[src/rtl/copy_n.sv]
// copy_n: N-way masked fork stage with an input FIFO and eager per-output completion.
// Optional stall watchdog enabled by defining COPYN_WATCHDOG_EN.
module copy_n #(
   parameter int unsigned WIDTH   = 8,
   parameter int unsigned N       = 3,
   parameter int unsigned DEPTH   = 4,
   parameter int unsigned TIMEOUT = 256
) (
   input  logic                         clk,
   input  logic                         reset,
   input  logic                         in_valid,
   output logic                         in_ready,
   input  logic [WIDTH-1:0]             in_data,
   input  logic [N-1:0]                 in_mask,
   output logic [N-1:0]                 out_valid,
   input  logic [N-1:0]                 out_ready,
   output logic [N*WIDTH-1:0]           out_data,
   output logic [$clog2(DEPTH+1)-1:0]   level,
   output logic                         stall_err,
   output logic [N-1:0]                 stall_mask
);

   localparam int unsigned PW = (DEPTH > 1) ? $clog2(DEPTH) : 1;
   localparam int unsigned LW = $clog2(DEPTH + 1);
   localparam int unsigned EW = WIDTH + N;

   logic [EW-1:0]    mem [DEPTH];
   logic [PW-1:0]    rdPtr;
   logic [PW-1:0]    wrPtr;
   logic [N-1:0]     served;
   logic [WIDTH-1:0] headData;
   logic [N-1:0]     headMask;
   logic [N-1:0]     fire;
   logic             empty;
   logic             push;
   logic             pop;

   // Pointer advance with wrap at DEPTH (DEPTH need not be a power of two).
   function automatic logic [PW-1:0] nextPtr(input logic [PW-1:0] p);
      return (p == PW'(DEPTH - 1)) ? '0 : p + PW'(1);
   endfunction

   // Head decode, per-output handshake and pop decision from registered state.
   always_comb begin
      headData  = mem[rdPtr][WIDTH-1:0];
      headMask  = mem[rdPtr][EW-1:WIDTH];
      empty     = (level == '0);
      in_ready  = (level != LW'(DEPTH));
      out_valid = {N{!empty}} & headMask & ~served;
      fire      = out_valid & out_ready;
      pop       = !empty && (&(~headMask | served | fire));
      push      = in_valid && in_ready;
      out_data  = {N{headData}};
   end

   // FIFO storage, pointers, occupancy and per-token served tracking.
   always_ff @(posedge clk or posedge reset) begin
      if (reset) begin
         rdPtr  <= '0;
         wrPtr  <= '0;
         level  <= '0;
         served <= '0;
         for (int i = 0; i < int'(DEPTH); i++) begin
            mem[i] <= '0;
         end
      end else begin
         if (push) begin
            mem[wrPtr] <= {in_mask, in_data};
            wrPtr      <= nextPtr(wrPtr);
         end
         if (pop) begin
            rdPtr <= nextPtr(rdPtr);
         end
         if (push && !pop) begin
            level <= level + LW'(1);
         end else if (pop && !push) begin
            level <= level - LW'(1);
         end
         served <= pop ? '0 : (served | fire);
      end
   end

`ifdef COPYN_WATCHDOG_EN
   localparam int unsigned CW = $clog2(TIMEOUT + 1);

   logic [CW-1:0] wdCnt;

   // Count cycles the head sits unpopped; flag once, latching the outstanding outputs.
   always_ff @(posedge clk or posedge reset) begin
      if (reset) begin
         wdCnt      <= '0;
         stall_err  <= 1'b0;
         stall_mask <= '0;
      end else if (empty || pop) begin
         wdCnt <= '0;
      end else begin
         if (wdCnt != CW'(TIMEOUT)) begin
            wdCnt <= wdCnt + CW'(1);
         end
         if ((wdCnt == CW'(TIMEOUT - 1)) && !stall_err) begin
            stall_err  <= 1'b1;
            stall_mask <= headMask & ~served;
         end
      end
   end
`else
   logic unusedWd;

   // Watchdog absent: flags tied low, ports kept.
   assign stall_err  = 1'b0;
   assign stall_mask = '0;
   assign unusedWd   = (TIMEOUT == 0);
`endif

endmodule

[config.mk]
export PLATFORM = sky130hd
export DESIGN_NAME = copy_n
export DESIGN_NICKNAME = d
export VERILOG_FILES = /design/src/rtl/copy_n.sv
export SDC_FILE = /design/constraint.sdc
export NUM_CORES = 1
export LEC_CHECK = 0
export ABC_AREA = 1
export BUFFER_PORTS_ARGS = -buffer_cell sky130_fd_sc_hd__buf_2
export CELL_PAD_IN_SITES_DETAIL_PLACEMENT = 0
export CELL_PAD_IN_SITES_GLOBAL_PLACEMENT = 1
export CORE_ASPECT_RATIO = 0.8
export CORE_UTILIZATION = 41
export DETAILED_ROUTE_END_ITERATION = 12
export GPL_TIMING_DRIVEN = 0
export PLACE_DENSITY = 0.9
export SLEW_MARGIN = 10
export SYNTH_ARGS = -nofsm -noshare
export SYNTH_HDL_FRONTEND = slang
export SYNTH_SLANG_ARGS = --single-unit
[constraint.sdc]
create_clock -name clk -period 2.9 [get_ports clk]
set_input_delay 0.435 -clock clk [delete_from_list [all_inputs] [get_ports clk]]
set_output_delay 0.435 -clock clk [all_outputs]
set_load 0.02 [all_outputs]
* Word-level counts from Yosys, hierarchy flattened
Cells that the tools add are included.
** Cells by class
- Add/sub/neg operators :: 4
- $lt $le $gt $ge :: 3
- Eq/ne operators :: 3
- Multiplexer cells :: 11
- Bitwise operators :: 10
- Reduce and logical (&&, ||, !) cells :: 11
** Operators with widths (count)
- bitwise mux 44 bit :: 1
- two-way mux 11 bit :: 3
- binary-select mux 11 bit (select 2 bit) :: 1
- demux 11 bit (select 2 bit) :: 1
- AND 3 bit :: 3
- two-way mux 3 bit :: 3
- OR 3 bit :: 3
- greater-or-equal comparator 3 bit (second input constant) :: 2
- NOT 2 -> 3 bit :: 2
- NOT 3 bit :: 2
- logical AND 1 bit :: 5
- adder 2 x 1 -> 2 bit (second input constant) :: 2
- == test 2 bit (second input constant) :: 2
- two-way mux 2 bit :: 2
- adder 3 x 1 -> 3 bit (second input constant) :: 1
- logical NOT 1 bit :: 3
- logical NOT 3 bit :: 1
- less-than comparator 3 x 1 -> 1 bit (second input constant) :: 1
- != test 3 bit (second input constant) :: 1
- AND reduction 3 bit :: 1
- subtractor 3 x 1 -> 3 bit (second input constant) :: 1
- nonzero test 2 bit :: 1
** Word-level totals
- Bits in registers :: 54
- Output and inout bits :: 35
- Logic and storage cells :: 50

* Longest topological paths before layout
Gate-level depths: netlist (run 1).
- Depth after elaboration :: 13
- Depth in mapped cells :: 15
- Gate-level depth less buffers :: 13

* Worst setup path before layout (run 1)
OpenSTA, ideal clock, no wires.
- Path type :: register to register
- From :: reg level[0]
- To :: reg level[1]
- Setup time :: 0.125 ns
- Data arrival time :: 2.010 ns
- Slack :: 0.766 ns
- Cell stages (with the launch flop) :: 8
- Path buffers :: 0
- Cell sequence :: dfrtp_1 nor3_2 o211ai_2 nand4_4 ha_1 inv_1 fa_1 mux2_2
** On the way
- Longest elaborated chain between the ends :: 11
** Ends and longest elaborated chain
- start, declared :: RTL line 18 : output logic [$clog2(DEPTH+1)-1:0] level,
- start signal, assigned :: RTL line 75 : level <= level + LW'(1);
- start signal, assigned :: RTL line 77 : level <= level - LW'(1);
- logical NOT 3 bit :: RTL line 47 : empty = (level == '0);
- logical NOT 1 bit :: RTL line 49, 51
- AND 3 bit (2 in series) :: RTL line 49 : out_valid = {N{!empty}} & headMask & ~served;
- AND 3 bit :: RTL line 50 : fire = out_valid & out_ready;
- OR 3 bit :: RTL line 51 : pop = !empty && (&(~headMask | served | fire));
- AND reduction 3 bit :: RTL line 51
- logical AND 1 bit :: RTL line 51
- logical NOT 1 bit :: RTL line 74 : if (push && !pop) begin
- logical AND 1 bit :: RTL line 74
- two-way mux 3 bit or nonzero test 2 bit (tied branches)
Parallel ways exist; a longest one is shown, timed or not. The select of a mux whose other input is x is not followed.
A chain may end at the register's enable or synchronous reset.

* Worst setup path in the final report (run 1)
- From :: reg rdPtr[0]
- To :: out out_data[18]
** On the way
- Longest elaborated chain between the ends :: 4
** Ends and longest elaborated chain
- start, declared :: RTL line 28 : logic [PW-1:0] rdPtr;
- start signal, assigned :: RTL line 72 : rdPtr <= nextPtr(rdPtr);
- NOT 2 -> 3 bit (implied by the code) :: RTL line 45 : headData = mem[rdPtr][WIDTH-1:0];
- binary-select mux 11 bit (select 2 bit) :: RTL line 45
- two-way mux 11 bit (2 in series)
- end, declared :: RTL line 17 : output logic [N*WIDTH-1:0] out_data,
Every way passes these cells. The select of a mux whose other input is x is not followed.

==> results.tsv, run 1 <==
metric	value	unit
post-CTS setup buffers	0	
worst path required time	2470	ps
MaxCap Viol Count	0	
Max transition margin	0.6367	
Power Density	1381	mW/mm^2
largest net degree at the start of global routing	35	
Setup violations, final	0	
DRT antenna net count	0	
Max Buffers Root-to-Sink	2	
P_leak	1.742	nW
clk_lat worst skew	310	ps
WS Path Type	reg2out	
Final Cycle Share	0.8700	
I/O Buffers	47	
GRT overflow	0	
CTS clock-pin slew for the worst setup and hold paths	90	ps
Initial DRC Count	157	
CP max stage cell	clkbuf_1	
Initial Utilization	0.4312	
worst-margin pin slew	545.0	ps
DRC viols	0	
Total GRT Usage	0.1906	
pins over their slew limit	0	
register area share after synthesis	0.4817	
Hold Crit Class	in2async	
chip height	75.99	um
CP Max Fanout	10	
1st-pass router iterations	4	
fillcell total	666	
peak supply drop	459.8	uV
Startpoint Class	register	
Synth cell types	27	
vias per inst	4.806	
routed length per instance	13.11	um
CTS Buf Count	5	
CTS resizes	0	
Final Skew	4.285	ps
FP Rows	26	
P&R area growth vs syn	17.17	%
Peak Freq	396.4	MHz
vias in the first global route	2152	
layout cells sized above 1	0.3018	
Total Neg Setup Slack	0	ps
CP cell instances	buf_6 -> buf_6 -> clkbuf_1 -> nor2_1 -> o22ai_1 -> buf_4 -> buf_2	
minimum clock period	2523	ps
initial antenna violation count	0	
GPL Wtd Cong	0.7602	
Root Buffer	clkbuf_8	
Yosys warnings	0	
Via Count	2283	
Ant. Diodes	0	
global-route wire length before repair	10.49	mm
Most common cell on crit path	buf_6	
CP Capture Type	primary output	
worst path arrival time	2090	ps
Die ar.	0.007179	sq mm
Mean Syn Cell Area	8.449	sq um
Core Area	0.006506	sq mm
final hold vios	0	
Final HPWL DP	4.533	mm
clock sink count	54	
Worst path max stage delay	440	ps
IO Count	52	
final design utilization	0.5052	
Post-Route WL	6.228	mm
Die W	94.48	um
CTS tree	yes	
status	finished, final reports clean	
RSZ-0062 raised after global routing	no	
Post-Syn Area	0.002805	sq mm
H-tree depth	2	
Cells after Synth	332	
Layout Nets	414	
cts hold-fix bufs	0	
Seq cells post-synth	54	
[Yosys cell counts]
cell type	count	area share
o21ai_0	51	0.091
dfrtp_1	54	0.48
nor2_1	24	0.032
ha_1	6	0.027
inv_1	36	0.048
clkbuf_2	1	0.0018
o21ai_1	11	0.020
nand3_2	5	0.018
conb_1	1	0.0013
inv_2	2	0.0027
buf_6	3	0.012
xnor2_1	2	0.0062
o22ai_1	8	0.018
clkbuf_1	1	0.0013
fa_1	1	0.0071
buf_2	9	0.016
mux2_2	1	0.0040
nor3_2	1	0.0036
nand2_1	69	0.092
nor2_2	3	0.0067
buf_4	21	0.056
nand3_1	5	0.0089
inv_4	2	0.0045
nand2_2	11	0.025
a21oi_1	2	0.0036
nand4_4	1	0.0076
o211ai_2	1	0.0045
[power breakdown]
group / internal, mW / switching, mW / total, mW / leakage (nW)
Sequential: 1.10 / 0.223 / 1.32 / 0.677
Combinational: 1.10 / 1.63 / 2.73 / 1.01
Clock: 0.242 / 0.246 / 0.488 / 0.0575
[worst max-delay path, delay by kind of cell, from the launching register on]
kind | cells | cell delay, ps
flops | 1 | 380
simple gates | 1 | 80
buf+inv | 5 | 1030
compound gates | 1 | 280
[worst paths after layout]
kind / startpoint / end / slack (ps) / cells after the start
max in group asynchronous: reset / mem[37] / 2240 / 3
min in group clk: out_ready[0] / served[0] / 390 / 3
max: rdPtr[0] / out_data[18] / 380 / 7
min: reset / level[2] / 120 / 2
min reg2reg: mem[22] / mem[22] / 490 / 2
max reg2reg: level[0] / level[2] / 600 / 10
[cell type report]
| cell class | instances | area (sq um) | area share |
|---|---|---|---|
| Buffer | 35 | 245.2 | 0.07461 |
| Clock buffer | 8 | 110.1 | 0.03350 |
| Inverter | 40 | 155.1 | 0.04720 |
| Multi-Input combinational cell | 206 | 1065 | 0.3239 |
| Sequential cell | 54 | 1351 | 0.4111 |
| Tap cell | 84 | 105.1 | 0.03198 |
| Timing Repair Buffer | 48 | 255.2 | 0.07766 |
[placed cells by master, fill, tap and decap left out, types with 2 or more instances in the layout]
master / netlist / final
nor2_2: 3 / 3
o22ai_1: 8 / 8
nand3_2: 5 / 5
o21ai_0: 51 / 51
inv_1: 36 / 35
a21oi_1: 2 / 2
nor2_1: 24 / 24
nand2_2: 11 / 11
clkbuf_8: 0 / 8
xnor2_1: 2 / 2
nand3_1: 5 / 5
conb_1: 1 / 4
inv_2: 2 / 3
ha_1: 6 / 6
buf_4: 21 / 21
inv_4: 2 / 2
dfrtp_1: 54 / 54
buf_6: 3 / 3
nand2_1: 69 / 69
buf_2: 9 / 56
o21ai_1: 11 / 11
[cells by family after synthesis]
family | count (synthesis) | synth area share
AND/OR/NAND/NOR | 119 | 0.1936
buffers and inverters | 75 | 0.1427
AO/OA/AOI/OAI | 73 | 0.1365
flip-flops | 54 | 0.4817
adder cells (fa/ha/maj) | 7 | 0.03390
XOR/XNOR | 2 | 0.006246
other | 1 | 0.001337
multiplexers | 1 | 0.004014
[sequential cells by signal, indices dropped and copies added (netlist names)]
name,flops
level,3
mem,44
rdPtr,2
served,3
wrPtr,2
[routing by layer]
layer  GRT usage  part of all wire  up-vias  wire (um)
met5           0                 0        -          0
met4     0.05758             0.011        0         69
met3     0.03393             0.049        6        308
met2      0.3007              0.47       56       2949
met1      0.2670              0.47     1083       2901
li1            -                 -     1138          -
[through the flow]
stage | instance area (sq um) | power, mW | hold WS [ps] | instances | setup WS [ps]
after floorplan | 2816 | 3.358 | 447.8 | 335 | 765.6
after global placement | 3157 | 3.996 | 460.3 | 466 | 456.0
after detailed placement | 3177 | 4.084 | 468.2 | 467 | 609.4
after CTS | 3287 | 4.572 | 139.3 | 475 | 363.8
after global routing | 3287 | 4.938 | 154.6 | 475 | 231.4
final | 3287 | 4.540 | 124.5 | 475 | 377.1
(Power assumes the default switching activity.)
==> run 2, diff against run 1 <==
- CELL_PAD_IN_SITES_DETAIL_PLACEMENT: 0 -> default
- CELL_PAD_IN_SITES_GLOBAL_PLACEMENT: 1 -> default
- CORE_UTILIZATION: 41 -> 50
- PLACE_DENSITY: 0.9 -> 0.84
==> run 2 against run 1 <==
Compared with the run above:
- clock power fell by 8.4%
- die area fell by 18%
- fmax shrank 2.8%
- register-to-register slack worse by 20 ps
- first-iteration DRC count increased by 26%
- critical path depth unchanged
- sequential share of layout area grew 0.38 points
- global-route usage grew 4.1 points
- combinational power is essentially flat
- via count grew 1.7%
- non-clock buffer count unchanged
- sequential power hardly changed
- critical path type unchanged
- highest routed layer unchanged
==> results.tsv, run 2 (synthesis gave the netlist of run 1 again) <==
metric	value	unit	change
Total Neg Setup Slack	0	ps	unchanged
Worst path max stage delay	470	ps	was 440 ps
area of the multi-input gates	0.001065	sq mm	unchanged
P&R area growth vs syn	16.10	%	was 17.17%
P_leak	1.732	nW	was 1.742 nW
CTS Buf Count	5		unchanged
vias in the first global route	2066		was 2152
worst-margin pin slew	588.6	ps	was 545.0 ps
global-route wire length before repair	10.23	mm	was 10.49 mm
commonest cells after routing, fill and taps aside	nand2_1, buf_2, dfrtp_1, o21ai_0, inv_1		unchanged
Ant. Diodes	0		unchanged
Biggest register	mem		unchanged
Core Area	0.005209	sq mm	was 0.006506 sq mm
CP cell instances	buf_6 -> buf_6 -> clkbuf_1 -> nor2_1 -> o22ai_1 -> buf_4 -> buf_2		unchanged
Most common cell on crit path	buf_6		unchanged
Power Density	1389	mW/mm^2	was 1381 mW/mm^2
peak supply drop	519.7	uV	was 459.8 uV
Design Power	4.525	mW	was 4.540 mW
DRT antenna net count	0		unchanged
Final Cycle Share	0.8947		was 0.8700
DRC viols	0		unchanged
Final HPWL DP	4.443	mm	was 4.533 mm
Total GRT Usage	0.2321		was 0.1906
1st-pass router iterations	4		unchanged
Via Count	2322		was 2283
status	finished, final reports clean		unchanged
Die W	85.75	um	was 94.48 um
fillcell total	471		was 666
Setup violations, final	0		unchanged
layout cells sized above 1	0.2992		was 0.3018
Placed Cells	458		was 467
post-CTS setup buffers	0		unchanged
cts hold-fix bufs	0		unchanged
CTS tree	yes		unchanged
worst path arrival time	2160	ps	was 2090 ps
Max Buffers Root-to-Sink	2		unchanged
chip height	69.00	um	was 75.99 um
GPL Wtd Cong	0.8149		was 0.7602
MaxCap Viol Count	0		unchanged
Regs by FF count	mem: 44 flops, level: 3 flops, served: 3 flops		unchanged
clock sink count	54		unchanged
Post-Route WL	6.339	mm	was 6.228 mm
Startpoint Class	register		unchanged
Die ar.	0.005916	sq mm	was 0.007179 sq mm
final hold vios	0		unchanged
CTS clock-pin slew for the worst setup and hold paths	100	ps	was 90 ps
Largest register FFs	44		unchanged
area occupied by registers	0.001351	sq mm	unchanged
routed length per instance	13.60	um	was 13.11 um
GRT overflow	0		unchanged
RSZ-0062 raised after global routing	no		unchanged
Max transition margin	0.6076		was 0.6367
WS Path Type	reg2out		unchanged
Root Buffer	clkbuf_8		unchanged
most common cell after layout, fill and taps aside	nand2_1		unchanged
CP Max Fanout	10		unchanged
Hold Crit Class	in2async		unchanged
H-tree depth	2		unchanged
worst path required time	2470	ps	about the same
Layout Nets	414		unchanged
Final Skew	5.922	ps	was 4.285 ps
Peak Freq	385.4	MHz	was 396.4 MHz
Initial DRC Count	198		was 157
largest net degree at the start of global routing	32		was 35
FP Rows	23		was 26
CTS resizes	0		unchanged
Initial Utilization	0.5386		was 0.4312
IO Count	52		unchanged
worst hold margin	155.9	ps	was 124.5 ps
CP max stage cell	clkbuf_1		unchanged
clk_lat worst skew	310	ps	about the same
CP Capture Type	primary output		unchanged
post-route insts no fill	466		was 475
initial antenna violation count	0		unchanged
I/O Buffers	47		unchanged
minimum clock period	2595	ps	was 2523 ps
pins over their slew limit	0		unchanged
vias per inst	4.983		was 4.806
-- run 2: cell types whose count changed in the layout (fill, tap and decap cells not counted) --
cell and change:
clkbuf_8 -2, clkbuf_1 +1, clkinv_2 +1
-- run 2: cell type report --
cell class	count	share of cell area
Sequential cell	54	0.4149
Multi-Input combinational cell	206	0.3269
Timing Repair Buffer	48	0.07837
Buffer	35	0.07530
Inverter	40	0.04764
Tap cell	75	0.02881
Clock buffer	7	0.02651
Clock inverter	1	0.001537
-- run 2: worst paths after layout --
| path | startpoint | slack [ps] | endpoint | cells after the start |
|---|---|---|---|---|
| min in group clk | out_ready[2] | 410 | served[2] | 3 |
| worst min register to register | mem[25] | 490 | mem[25] | 2 |
| max in group asynchronous | reset | 2210 | mem[26] | 3 |
| worst max-delay path | rdPtr[0] | 310 | out_data[13] | 7 |
| worst min-delay path | reset | 160 | wrPtr[0] | 2 |
| worst max register to register | rdPtr[0] | 580 | level[1] | 12 |
-- run 2: critical path: cells and delay by family, from the launching register on --
kind | cells | cell delay, ps
flops | 1 | 390
simple gates | 1 | 80
compound gates | 1 | 300
buf+inv | 5 | 1080
-- run 2: where the power goes --
part / total, mW / internal [mW] / switching (mW)
clock: 0.447 / 0.194 / 0.254
sequential: 1.32 / 1.10 / 0.223
combinational: 2.75 / 1.10 / 1.66
-- run 2: layer usage --
layer | track usage | part of all wire | vias to the layer above
met1 | 0.3374 | 0.46 | 1100
met4 | 0.06250 | 0.0076 | 0
met2 | 0.3680 | 0.47 | 73
met5 | 0 | 0 | -
li1 | - | - | 1144
met3 | 0.03333 | 0.058 | 5
-- run 2: per-stage QoR --
stage	setup slack [ps]	area (sq um)	utilization
2_1_floorplan	765.6	2816	-
3_3_place_gp	474.5	3146	0.6039
3_5_place_dp	610.2	3166	0.6077
4_1_cts	306.7	3257	0.6253
5_1_grt	215.6	3257	0.6253
6_report	305.2	3257	0.6253
==> run 3, diff against run 2 <==
- CORE_ASPECT_RATIO: 0.8 -> default
- GPL_TIMING_DRIVEN: 0 -> default
- MAX_ROUTING_LAYER: default -> met4
==> run 3 against run 2 <==
Compared with the run above:
- setup slack gained 110 ps
- sequential cell count is the same
- critical path depth grew 3
- sequential share of layout area grew 3.5 points
- global-route usage shrank 3.1 points
- cell count shrank 8.2%
- via count shrank 8.8%
- non-clock buffer count shrank 32
- worst hold slack gained 32 ps
- wire length shrank 18%
- largest cell class unchanged
- largest power group unchanged
==> results.tsv, run 3 (synthesis gave the netlist of run 1 again) <==
metric	value	unit	change
Initial Utilization	0.5323		was 0.5386
Core Area	0.005270	sq mm	was 0.005209 sq mm
Ant. Diodes	0		unchanged
Power Density	1341	mW/mm^2	was 1389 mW/mm^2
status	finished, final reports clean		unchanged
GRT overflow	0		unchanged
Initial DRC Count	116		was 198
chip height	76.90	um	was 69.00 um
CTS resizes	0		unchanged
routed length per instance	12.18	um	was 13.60 um
met1 WL	2.266	mm	was 2.913 mm
Setup violations, final	0		unchanged
largest net degree at the start of global routing	28		was 32
Biggest register	mem		unchanged
worst hold margin	187.5	ps	was 155.9 ps
vias in the first global route	2032		was 2066
clock share of power	0.096		was 0.099
Met3 Routed Length	212	um	was 369 um
CP cell instances	buf_4 -> nand2_1 -> nand3_2 -> nand2_2 -> nand3_2 -> nand4_4 -> ha_1 -> inv_1 -> fa_1 -> mux2_2		was buf_6 -> buf_6 -> clkbuf_1 -> nor2_1 -> o22ai_1 -> buf_4 -> buf_2
IO Count	52		unchanged
global-route wire length before repair	9.197	mm	was 10.23 mm
post-route insts no fill	428		was 466
CP Max Fanout	14		was 10
Regs by FF count	mem: 44 flops, level: 3 flops, served: 3 flops		unchanged
Post-Route WL	5.212	mm	was 6.339 mm
1st-pass router iterations	4		unchanged
CP max stage cell	dfrtp_1		was clkbuf_1
Most common cell on crit path	nand3_2		was buf_6
CTS tree	yes		unchanged
post-CTS setup buffers	0		unchanged
sw power	1.965	mW	was 2.132 mW
DRC viols	0		unchanged
layout cells sized above 1	0.2402		was 0.2992
Final Cycle Share	0.8551		was 0.8947
final design utilization	0.5698		was 0.6253
switch share	0.4878		was 0.4712
peak supply drop	448.2	uV	was 519.7 uV
Total Neg Setup Slack	0	ps	unchanged
Die W	76.90	um	was 85.75 um
Gate power share	0.571		was 0.609
Hold Crit Class	in2async		unchanged
Peak Freq	403.3	MHz	was 385.4 MHz
worst path arrival time	2660	ps	was 2160 ps
Reg power frac	0.332		was 0.293
WL met2	2.639	mm	was 3.007 mm
Total GRT Usage	0.2007		was 0.2321
CTS clock-pin slew for the worst setup and hold paths	90	ps	was 100 ps
worst path required time	3080	ps	was 2470 ps
Final HPWL DP	3.775	mm	was 4.443 mm
cts hold-fix bufs	0		unchanged
MaxCap Viol Count	0		unchanged
FP Rows	26		was 23
P_int	2.063	mW	was 2.393 mW
Die ar.	0.005914	sq mm	was 0.005916 sq mm
P_leak	1.584	nW	was 1.732 nW
H-tree depth	2		unchanged
vias per inst	4.949		was 4.983
commonest cells after routing, fill and taps aside	nand2_1, dfrtp_1, o21ai_0, buf_2, inv_1		was nand2_1, buf_2, dfrtp_1, o21ai_0, inv_1
minimum clock period	2480	ps	was 2595 ps
Design Power	4.028	mW	was 4.525 mW
Largest register FFs	44		unchanged
uppermost layer routed	met4		unchanged
Layout Nets	382		was 414
GPL Wtd Cong	0.8375		was 0.8149
most common cell after layout, fill and taps aside	nand2_1		unchanged
I/O Buffers	47		unchanged
Placed Cells	421		was 458
Root Buffer	clkbuf_8		unchanged
final hold vios	0		unchanged
WS Path Type	reg2reg		was reg2out
Max Buffers Root-to-Sink	2		unchanged
clock sink count	54		unchanged
Via Count	2118		was 2322
CTS Buf Count	5		unchanged
pins over their slew limit	0		unchanged
Final Skew	8.166	ps	was 5.922 ps
RSZ-0062 raised after global routing	no		unchanged
clk_lat worst skew	300	ps	was 310 ps
fillcell total	497		was 471
P&R area growth vs syn	7.047	%	was 16.10%
DRT antenna net count	0		unchanged
CP Capture Type	register		was primary output
Worst path max stage delay	630	ps	was 470 ps
initial antenna violation count	0		unchanged
Startpoint Class	register		unchanged
==> run 3: through the flow <==
stage          worst slack [ps]  instance area, sq um
4_1_cts                   421.3                  3003
2_1_floorplan             765.6                  2816
3_3_place_gp              537.3                  2924
3_5_place_dp              435.8                  2924
6_report                  420.1                  3003
5_1_grt                   248.6                  3003
==> run 3: final cells by class <==
class / count / area (sq um) / area share
Multi-Input combinational cell: 206 / 1065 / 0.3546
Timing Repair Buffer: 51 / 265.3 / 0.08833
Inverter: 40 / 155.1 / 0.05167
Sequential cell: 54 / 1351 / 0.4500
Tap cell: 70 / 87.58 / 0.02917
Clock buffer: 5 / 68.82 / 0.02292
Clock inverter: 2 / 10.01 / 0.003333
==> run 3: power groups by stage <==
| stage | Combinational, mW | Sequential [mW] | Clock (mW) |
|---|---|---|---|
| global placement | 2.24 | 1.33 | 0 |
| global route | 2.58 | 1.38 | 0.433 |
| floorplan | 2.06 | 1.30 | 0 |
| detailed placement | 2.33 | 1.35 | 0 |
| CTS | 2.33 | 1.33 | 0.401 |
| finish | 2.30 | 1.34 | 0.388 |
==> run 3: worst paths after layout <==
check	startpoint	end	slack (ps)	cells past startpoint
min	reset	level[2]	190	3
max reg2reg	rdPtr[0]	level[1]	420	10
max in group asynchronous	reset	mem[30]	2460	3
max	rdPtr[0]	level[1]	420	10
min in group clk	out_ready[2]	served[2]	410	3
min reg2reg	mem[15]	mem[15]	490	2
==> run 3: worst max-delay path, delay by kind of cell (launching register included) <==
family | cells | cell delay (ps)
adder cells (fa/ha/maj) | 2 | 630
buffers and inverters | 2 | 370
flip-flops | 1 | 630
multiplexers | 1 | 270
AND/OR/NAND/NOR | 5 | 460
==> run 3: metal layers <==
metal,vias up,track usage
met5,-,-
met4,0,0.08654
met3,11,0.02619
met2,53,0.3259
met1,985,0.2515
li1,1069,-
